--- config.mk ---
export PLATFORM = sky130hd
export DESIGN_NAME = pool_cmp_win_flat
export DESIGN_NICKNAME = d
export VERILOG_FILES = /design/src/rtl/pool_cmp_win_if.sv /design/src/rtl/pool_cmp_win.sv /design/src/flat_wrapper.sv
export SDC_FILE = /design/constraint.sdc
export NUM_CORES = 1
export LEC_CHECK = 0
export CAP_MARGIN = 20
export CELL_PAD_IN_SITES_DETAIL_PLACEMENT = 1
export CELL_PAD_IN_SITES_GLOBAL_PLACEMENT = 2
export CORE_MARGIN = 8
export CORE_UTILIZATION = 25
export CTS_CLUSTER_SIZE = 16
export DETAILED_ROUTE_END_ITERATION = 10
export GPL_ROUTABILITY_DRIVEN = 1
export GPL_TIMING_DRIVEN = 0
export PLACE_DENSITY = 0.62
export SKIP_LAST_GASP = 1
export SYNTH_ARGS = -nofsm -noshare
export SYNTH_HDL_FRONTEND = slang
export SYNTH_SLANG_ARGS = --single-unit
--- constraint.sdc ---
create_clock -name clk -period 4.2 [get_ports clk]
set_input_delay 1.05 -clock clk [delete_from_list [all_inputs] [get_ports clk]]
set_output_delay 1.05 -clock clk [all_outputs]
set_load 0.03 [all_outputs]
--- src/rtl/pool_cmp_win_if.sv ---
// Valid/ready stream bundle used on both sides of the pooling block.
interface pool_cmp_win_if #(
    parameter int unsigned W = 48
) ();
    logic [W-1:0] data;
    logic         valid;
    logic         ready;

    modport master (output data, output valid, input ready);
    modport slave  (input data, input valid, output ready);
endinterface

--- src/rtl/pool_cmp_win.sv ---
// Per-channel temporal max/min/avg pooling over WIN accepted beats, DN channels wide,
// with valid/ready backpressure and a one-entry registered output.
module pool_cmp_win #(
    parameter int unsigned DW     = 8,
    parameter int unsigned DN     = 6,
    parameter int unsigned WIN    = 2,
    parameter int unsigned SIGNED = 0
) (
    input  logic            clk,
    input  logic            rst,
    input  logic [1:0]      mode,
    input  logic            clear,
    pool_cmp_win_if.slave   m,
    pool_cmp_win_if.master  s,
    output logic            busy
);
    localparam int unsigned SH  = $clog2(WIN);
    localparam int unsigned CW  = SH;
    localparam int unsigned AW  = DW + SH;
    localparam int unsigned BW  = DN * DW;
    localparam int unsigned ABW = DN * AW;

    localparam logic [1:0] MODE_MAX = 2'b00;
    localparam logic [1:0] MODE_MIN = 2'b01;
    localparam logic [1:0] MODE_AVG = 2'b10;

    logic [CW-1:0]  cnt_q, cnt_d;
    logic [ABW-1:0] acc_q, acc_d;
    logic [1:0]     mode_q, mode_d;
    logic           s_valid_q, s_valid_d;
    logic [BW-1:0]  s_data_q, s_data_d;

    logic [ABW-1:0] ext_c;
    logic [ABW-1:0] op_c;
    logic [BW-1:0]  res_c;
    logic           m_ready_c;
    logic           accept_c;

    // Per-channel datapath: extend incoming element, combine with acc, form the result.
    for (genvar i = 0; i < DN; i++) begin : g_ch
        logic [AW-1:0] a_c, x_c, sum_c, op_ch_c;
        logic [DW-1:0] shr_c;
        logic          lt_c, gt_c;

        assign a_c   = acc_q[i*AW +: AW];
        assign sum_c = a_c + x_c;

        if (SIGNED != 0) begin : g_s
            assign x_c   = {{SH{m.data[i*DW+DW-1]}}, m.data[i*DW +: DW]};
            assign lt_c  = $signed(x_c) < $signed(a_c);
            assign gt_c  = $signed(x_c) > $signed(a_c);
            assign shr_c = DW'($signed(sum_c) >>> SH);
        end else begin : g_u
            assign x_c   = {{SH{1'b0}}, m.data[i*DW +: DW]};
            assign lt_c  = x_c < a_c;
            assign gt_c  = x_c > a_c;
            assign shr_c = DW'(sum_c >> SH);
        end

        // Ties keep the accumulated value; reserved mode falls through to max.
        always_comb begin
            op_ch_c = gt_c ? x_c : a_c;
            case (mode_q)
                MODE_MIN: op_ch_c = lt_c ? x_c : a_c;
                MODE_AVG: op_ch_c = sum_c;
                default:  op_ch_c = gt_c ? x_c : a_c;
            endcase
        end

        assign ext_c[i*AW +: AW] = x_c;
        assign op_c[i*AW +: AW]  = op_ch_c;
        assign res_c[i*DW +: DW] = (mode_q == MODE_AVG) ? shr_c : op_ch_c[DW-1:0];
    end

    assign m_ready_c = !(s_valid_q && !s.ready);
    assign accept_c  = m.valid && m_ready_c;

    // Window sequencing and output register update.
    always_comb begin
        cnt_d     = cnt_q;
        acc_d     = acc_q;
        mode_d    = mode_q;
        s_valid_d = s_valid_q;
        s_data_d  = s_data_q;

        if (s_valid_q && s.ready) begin
            s_valid_d = 1'b0;
        end

        if (clear) begin
            cnt_d = '0;
        end else if (accept_c) begin
            if (cnt_q == '0) begin
                mode_d = mode;
                acc_d  = ext_c;
                cnt_d  = CW'(1);
            end else if (cnt_q == CW'(WIN - 1)) begin
                s_data_d  = res_c;
                s_valid_d = 1'b1;
                cnt_d     = '0;
            end else begin
                acc_d = op_c;
                cnt_d = cnt_q + CW'(1);
            end
        end
    end

    always_ff @(posedge clk) begin
        if (rst) begin
            cnt_q     <= '0;
            acc_q     <= '0;
            mode_q    <= MODE_MAX;
            s_valid_q <= 1'b0;
            s_data_q  <= '0;
        end else begin
            cnt_q     <= cnt_d;
            acc_q     <= acc_d;
            mode_q    <= mode_d;
            s_valid_q <= s_valid_d;
            s_data_q  <= s_data_d;
        end
    end

    assign m.ready = m_ready_c;
    assign s.valid = s_valid_q;
    assign s.data  = s_data_q;
    assign busy    = (cnt_q != '0);

endmodule

--- src/flat_wrapper.sv ---
// flat-port wrapper written by rule: the top's interface ports become plain ports
module pool_cmp_win_flat 
#(
    parameter int unsigned DW     = 8,
    parameter int unsigned DN     = 6,
    parameter int unsigned WIN    = 2,
    parameter int unsigned SIGNED = 0
)
  (clk, rst, mode, clear, busy, m_data, m_valid, m_ready, s_data, s_valid, s_ready);
  pool_cmp_win_if #(.W(48)) m_i ();
  pool_cmp_win_if #(.W(48)) s_i ();
  input  logic clk;
  input  logic rst;
  input  logic [1:0] mode;
  input  logic clear;
  output logic busy;
  input wire logic [$bits(m_i.data)-1:0] m_data;
  input wire logic [$bits(m_i.valid)-1:0] m_valid;
  output wire logic [$bits(m_i.ready)-1:0] m_ready;
  output wire logic [$bits(s_i.data)-1:0] s_data;
  output wire logic [$bits(s_i.valid)-1:0] s_valid;
  input wire logic [$bits(s_i.ready)-1:0] s_ready;
  assign m_i.data = m_data;
  assign m_i.valid = m_valid;
  assign m_ready = m_i.ready;
  assign s_data = s_i.data;
  assign s_valid = s_i.valid;
  assign s_i.ready = s_ready;
  pool_cmp_win #(.DW(DW), .DN(DN), .WIN(WIN), .SIGNED(SIGNED)) u_core (.clk(clk), .rst(rst), .mode(mode), .clear(clear), .m(m_i), .s(s_i), .busy(busy));
endmodule
==> results.py, run 1 <==
metrics = {
    "logic_synthesis": {
        "ys_async_sr_fraction": 0,
        "synth_area_sq_um": 8180,
        "ys_seq_area_frac": 0.245,
        "synth_edf_count": 0,
        "synth_warnings": 0,
        "synth_ff_type": "dfxtp_1",
        "ys_ff_latch": 100,
        "synth_top_area_cell": "dfxtp_1",
        "ys_types": 59,
        "syn_avg_cell_area_sq_um": 8.39,
        "synthesis.nets": 1132,
        "synth_cells": 975,
        "synth.area.top_cells": "dfxtp_1, ha_1, nand2_1",
        "synth_top_area_frac": 0.245,
    },
    "cts": {
        "clk_latency_ps": 360,
        "postCtsSetupBuffers": 0,
        "cts_hold_buf": 0,
        "htreeDepth": 3,
        "cts_tree": "built",
        "cts_root_buf": "clkbuf_16",
        "cts.path.max_buffers": 2,
        "cts.sink_count": 100,
        "cts_resized": 0,
        "path_clk_slew_ps": 70,
        "cts_buffers": 9,
    },
    "grt": {
        "grt_max_degree": 16,
        "grt_pass1_wl_microns": 49900,
        "grt_antenna_before_repair": 0,
        "gr-total-overflow": 0,
        "track_usage": 0.170,
        "grt_pass1_vias": 7875,
    },
    "min_path": {
        "hold_end": "u_core.s.data[0]",
        "hold_depth": 2,
        "hp-start": "u_core.s.data[0]",
        "hold_class": "reg2reg",
    },
    "sta": {
        "skew_ps": 13.7,
        "slew_violations": 0,
        "rsz0062_at_grt": "false",
        "fmax_mhz": 280,
        "hold_viol_final": 0,
        "final.min_clock_period_ps": 3570,
        "setup_ws_ps": 627,
        "slew_headroom": 0.279,
        "setup_viol": 0,
        "finalSetupTns_ps": 0,
        "worst_slew_pin_slew_ps": 1080,
        "hold_slack_ps": 458,
        "finalCritPeriodShare": 0.851,
    },
    "power": {
        "ir_drop_mv": 0.176,
        "p_leak_nw": 3.84,
        "power-per-cell-area_nw_per_um2": 267,
    },
    "critical_path": {
        "rr_worst_depth": 9,
        "cp_data_arrival_time_ps": 3760,
        "rrSetupSlack_ps": 1430,
        "worstPathRequired_ps": 4390,
        "cp-start-kind": "primary input",
        "crit_fanout": 6,
        "worstReg2RegStart": "u_core.acc_q[37]",
        "cp_slowest_cell": "clkdlybuf4s50_1",
        "crit_path_max_incr_delay_ps": 660,
        "cp_cell_sequence": "clkdlybuf4s50_1 -> ha_1 -> nor2b_1 -> o211ai_2 -> a21oi_4 -> nor2_1 -> mux2_2 -> a221oi_1 -> nor3_1",
        "worstReg2RegEnd": "u_core.s.data[35]",
        "end_kind": "flop",
        "crit_type": "in2reg",
    },
    "die": {
        "io_pins": 106,
        "rows": 66,
        "core_sq_um": 32400,
        "initial_core_util": 0.253,
        "die_width_microns": 197,
        "die_area_sq_um": 38800,
        "die_h_microns": 197,
    },
    "finish": {
        "nNetsFinal": 1248,
        "area_growth_pct": 23.0,
        "drive_gt1_frac": 0.0932,
        "diodes": 0,
    },
    "drt": {
        "drt_iter0_drc": 357,
        "vias": 7501,
        "routed_wl_microns": 33000,
        "drtPass1Iterations": 4,
        "remaining_drc_errors": 0,
        "via_per_inst": 4.88,
        "ant_nets": 0,
        "wire_per_inst_microns": 21.5,
    },
    "place": {
        "hpwl_microns": 24400,
        "io_buffers": 104,
        "place_ws_ps": 279,
        "gp_congestion": 0.796,
    },
    "run": {
        "maxCapViolCount": 0,
    },
    "status": {
        "status": "finished clean",
    },
}
## Yosys cell counts (3+ instances only)
cell	instances
clkbuf_1	35
a211oi_1	7
a22oi_1	7
dfxtp_1	100
a221oi_1	16
nand2_1	147
o31ai_1	6
o211ai_2	3
nand2b_1	11
xnor2_1	25
a221oi_2	12
nand4_2	5
o21ai_0	32
o21a_1	3
nor2_4	6
nand4_1	7
o22ai_4	3
ha_1	96
fa_1	6
inv_1	64
a21oi_1	96
o21ai_2	5
a22o_1	9
a211oi_2	5
a21oi_4	3
nor3_1	19
o221ai_1	8
nor2_1	54
nand3_1	7
o21bai_1	10
mux2_1	10
xor2_1	12
buf_2	9
nor2b_1	20
mux2_2	20
o21ai_1	4
o211ai_1	8
a32o_1	14
mux2i_1	38
mux2_4	5
## metrics by stage
step / power (mW) / utilization / instances / instance area, sq um
floorplan: 1.57 / - / 975 / 8180
global placement: 1.86 / 0.302 / 1521 / 9770
detailed placement: 1.87 / 0.302 / 1522 / 9790
CTS: 2.71 / 0.311 / 1537 / 10100
global route: 2.83 / 0.311 / 1537 / 10100
finish: 2.68 / 0.311 / 1537 / 10100
## worst max path at each step
stage	start	endpoint	slack, ps	cells after the start
final	m_data[33]	u_core.s.data[35]	630	9
after global routing	m_data[33]	u_core.s.data[34]	490	9
after CTS	m_data[33]	u_core.s.data[35]	650	9
after detailed placement	m_data[33]	u_core.s.data[35]	280	9
after global placement	m_data[33]	u_core.s.data[35]	280	9
after floorplan	m_data[1]	u_core.s.data[3]	1320	8
## layer usage
metal | up-vias | GRT usage | part of all wire
met5 | - | 0 | 0
met3 | 14 | 0.0254 | 0.034
met2 | 106 | 0.282 | 0.46
li1 | 3705 | - | -
met4 | 0 | 0.0320 | 0.010
met1 | 3676 | 0.233 | 0.50
## registers in the layout (all words and copies together), names as in the netlist
| register | flops |
|---|---|
| u_core.acc_q | 48 |
| u_core.s.data | 48 |
| u_core.mode_q | 2 |
| u_core.busy | 1 |
| u_core.s.valid | 1 |
## worst max-delay path, delay by kind of cell
family,cells,cell delay (ps)
AOI/OAI and AO/OA,3,640
adders and majority gates,1,320
buffers and inverters,1,660
muxes,1,400
and+or+nand+nor,3,690
## cell families after synthesis
group,count (synthesis),synth area share
adders and majority gates,102,0.162
DFF,100,0.245
and+or+nand+nor,282,0.158
xor gates and xnor gates,37,0.0396
muxes,73,0.0970
AOI/OAI and AO/OA,270,0.247
buffers and inverters,111,0.0528
## cell type report
class / count / area, sq um
buffer: 45 / 184
clock buffer: 11 / 243
clock inverter: 4 / 26.3
fill: 3864 / 22300
inverter: 66 / 248
multi-input combinational: 764 / 5750
sequential: 100 / 2000
tap: 442 / 553
timing repair buffer: 105 / 1060
## layout by cell type, fill, tap and decap left out, drive strengths merged, types with 14 or more instances in the layout
master / instances
mux2i: 38
o21ai: 42
nand2: 147
xnor2: 25
nor2b: 20
nor3: 19
nor2: 61
mux2: 35
a32o: 14
inv: 66
a221oi: 28
clkbuf: 46
dfxtp: 100
clkdlybuf4s50: 104
ha: 96
a21oi: 101
## power by group
group	leakage, nW	switching, mW	internal, mW
combinational	2.89	0.500	0.327
sequential	0.812	0.0380	0.980
clock	0.131	0.419	0.417
total	3.84	0.957	1.72
(Power assumes the default switching activity.)
==> run 2, diff against run 1 <==
--- a/config.mk
+++ b/config.mk
@@ -8,6 +8,7 @@
 export CAP_MARGIN = 20
 export CELL_PAD_IN_SITES_DETAIL_PLACEMENT = 1
 export CELL_PAD_IN_SITES_GLOBAL_PLACEMENT = 2
+export CORE_ASPECT_RATIO = 0.5
 export CORE_MARGIN = 8
 export CORE_UTILIZATION = 25
 export CTS_CLUSTER_SIZE = 16
==> results.py, run 2 (synthesis gave the netlist of run 1 again) <==
metrics = {
    "place": {
        "hpwl_microns": 25000,
        "io_buffers": 104,
        "place_ws_ps": 167,
        "place_inst": 1511,
        "gp_congestion": 0.837,
    },
    "cts": {
        "cts_tree": "built",
        "cts.path.max_buffers": 2,
        "htreeDepth": 3,
        "cts_hold_buf": 0,
        "cts_root_buf": "clkbuf_16",
        "cts_buffers": 9,
        "postCtsSetupBuffers": 0,
        "clk_latency_ps": 380,
        "path_clk_slew_ps": 80,
        "cts.sink_count": 100,
        "cts_resized": 0,
    },
    "drt": {
        "routed_wl_microns": 33700,
        "ant_nets": 0,
        "drtPass1Iterations": 5,
        "vias": 7662,
        "via_per_inst": 5.02,
        "remaining_drc_errors": 0,
        "drt_iter0_drc": 356,
        "wire_per_inst_microns": 22.1,
    },
    "critical_path": {
        "end_kind": "flop",
        "crit_type": "in2reg",
        "critical_path_buf_inv_count": 2,
        "cp_top_family": "simple AND/OR/NAND/NOR gates",
        "rr_worst_depth": 8,
        "cp_slowest_cell": "nor2_1",
        "cp_cell_sequence": "clkdlybuf4s50_1 -> nand2b_1 -> nand2_1 -> nor2_1 -> nand2_1 -> nor2_1 -> buf_2 -> nand2_1 -> o21ai_0",
        "worstPathRequired_ps": 4510,
        "cp_data_arrival_time_ps": 3900,
        "cp-start-kind": "primary input",
        "crit_top_cell": "nand2_1",
        "crit_path_max_incr_delay_ps": 560,
        "crit_fanout": 10,
        "cp.depth": 9,
    },
    "die": {
        "rows": 46,
        "die_area_sq_um": 39100,
        "die_width_microns": 272,
        "core_sq_um": 31900,
        "initial_core_util": 0.256,
        "die_h_microns": 144,
        "io_pins": 106,
    },
    "sta": {
        "fmax_mhz": 278,
        "finalSetupTns_ps": 0,
        "setup_viol": 0,
        "slew_violations": 0,
        "final.min_clock_period_ps": 3590,
        "slew_headroom": 0.223,
        "finalCritPeriodShare": 0.855,
        "hold_viol_final": 0,
        "worst_slew_pin_slew_ps": 1160,
        "skew_ps": 4.90,
        "rsz0062_at_grt": "false",
        "setup_ws_ps": 607,
    },
    "power": {
        "power-per-cell-area_nw_per_um2": 287,
        "p_total_mw": 2.90,
        "p_leak_nw": 3.87,
        "ir_drop_mv": 0.216,
    },
    "min_path": {
        "hold_class": "reg2reg",
        "hold_depth": 2,
    },
    "grt": {
        "grt_antenna_before_repair": 0,
        "track_usage": 0.172,
        "gr-total-overflow": 0,
        "grt_max_degree": 17,
        "grt_pass1_wl_microns": 51100,
        "grt_pass1_vias": 8102,
    },
    "status": {
        "status": "finished clean",
    },
    "finish": {
        "drive_gt1_frac": 0.0932,
        "fin_util": 0.317,
        "area_growth_pct": 23.6,
        "diodes": 0,
        "layoutNonFillerInstCount": 1527,
        "final_cell_mix": "nand2_1, clkdlybuf4s50_1, dfxtp_1, a21oi_1, ha_1",
        "final_common_cell": "nand2_1",
        "nNetsFinal": 1247,
    },
    "run": {
        "maxCapViolCount": 0,
    },
}
==> run 2: worst paths after layout <==
kind                       end         startpoint  slack [ps]
min reg2reg  u_core.s.data[40]  u_core.s.data[40]         460
max reg2reg  u_core.s.data[36]     u_core.s.valid        1430
max          u_core.s.data[36]            s_ready         610
min          u_core.s.data[40]  u_core.s.data[40]         460
==> run 2: power breakdown <==
| part | leakage [nW] | internal, mW | switching, mW |
|---|---|---|---|
| combinational | 2.89 | 0.327 | 0.508 |
| sequential | 0.812 | 0.979 | 0.0380 |
| clock | 0.170 | 0.604 | 0.448 |
| total | 3.87 | 1.91 | 0.994 |
==> run 2: final cells by class <==
| type | count | area [sq um] |
|---|---|---|
| Multi-Input combinational cell | 764 | 5750 |
| Clock buffer | 11 | 243 |
| Clock inverter | 5 | 108 |
| Buffer | 45 | 184 |
| Timing Repair Buffer | 104 | 1040 |
| Sequential cell | 100 | 2000 |
| Fill cell | 3757 | 21800 |
| Inverter | 66 | 248 |
| Tap cell | 432 | 541 |
==> run 2: metrics by stage <==
step                hold slack [ps]  area (sq um)
global placement                458          9760
finish                          464         10100
global route                    492         10100
floorplan                       465          8180
detailed placement              454          9760
CTS                             475         10100
==> run 2: worst reg2reg max path, cell delays in order (launching register included) <==
cell and delay [ps]:
dfxtp_1 320, nand2b_1 120, nand2_1 160, nor2_1 160, nand2_1 380, nor2_1 560
buf_2 520, nand2_1 230, o21ai_0 230
==> run 2: metal layers <==
layer,track usage,share of wire,wire length [microns]
met3,0.0287,0.027,908
met5,0,0,0
met1,0.227,0.49,16500
met2,0.299,0.48,16100
met4,0.0271,0.0077,259
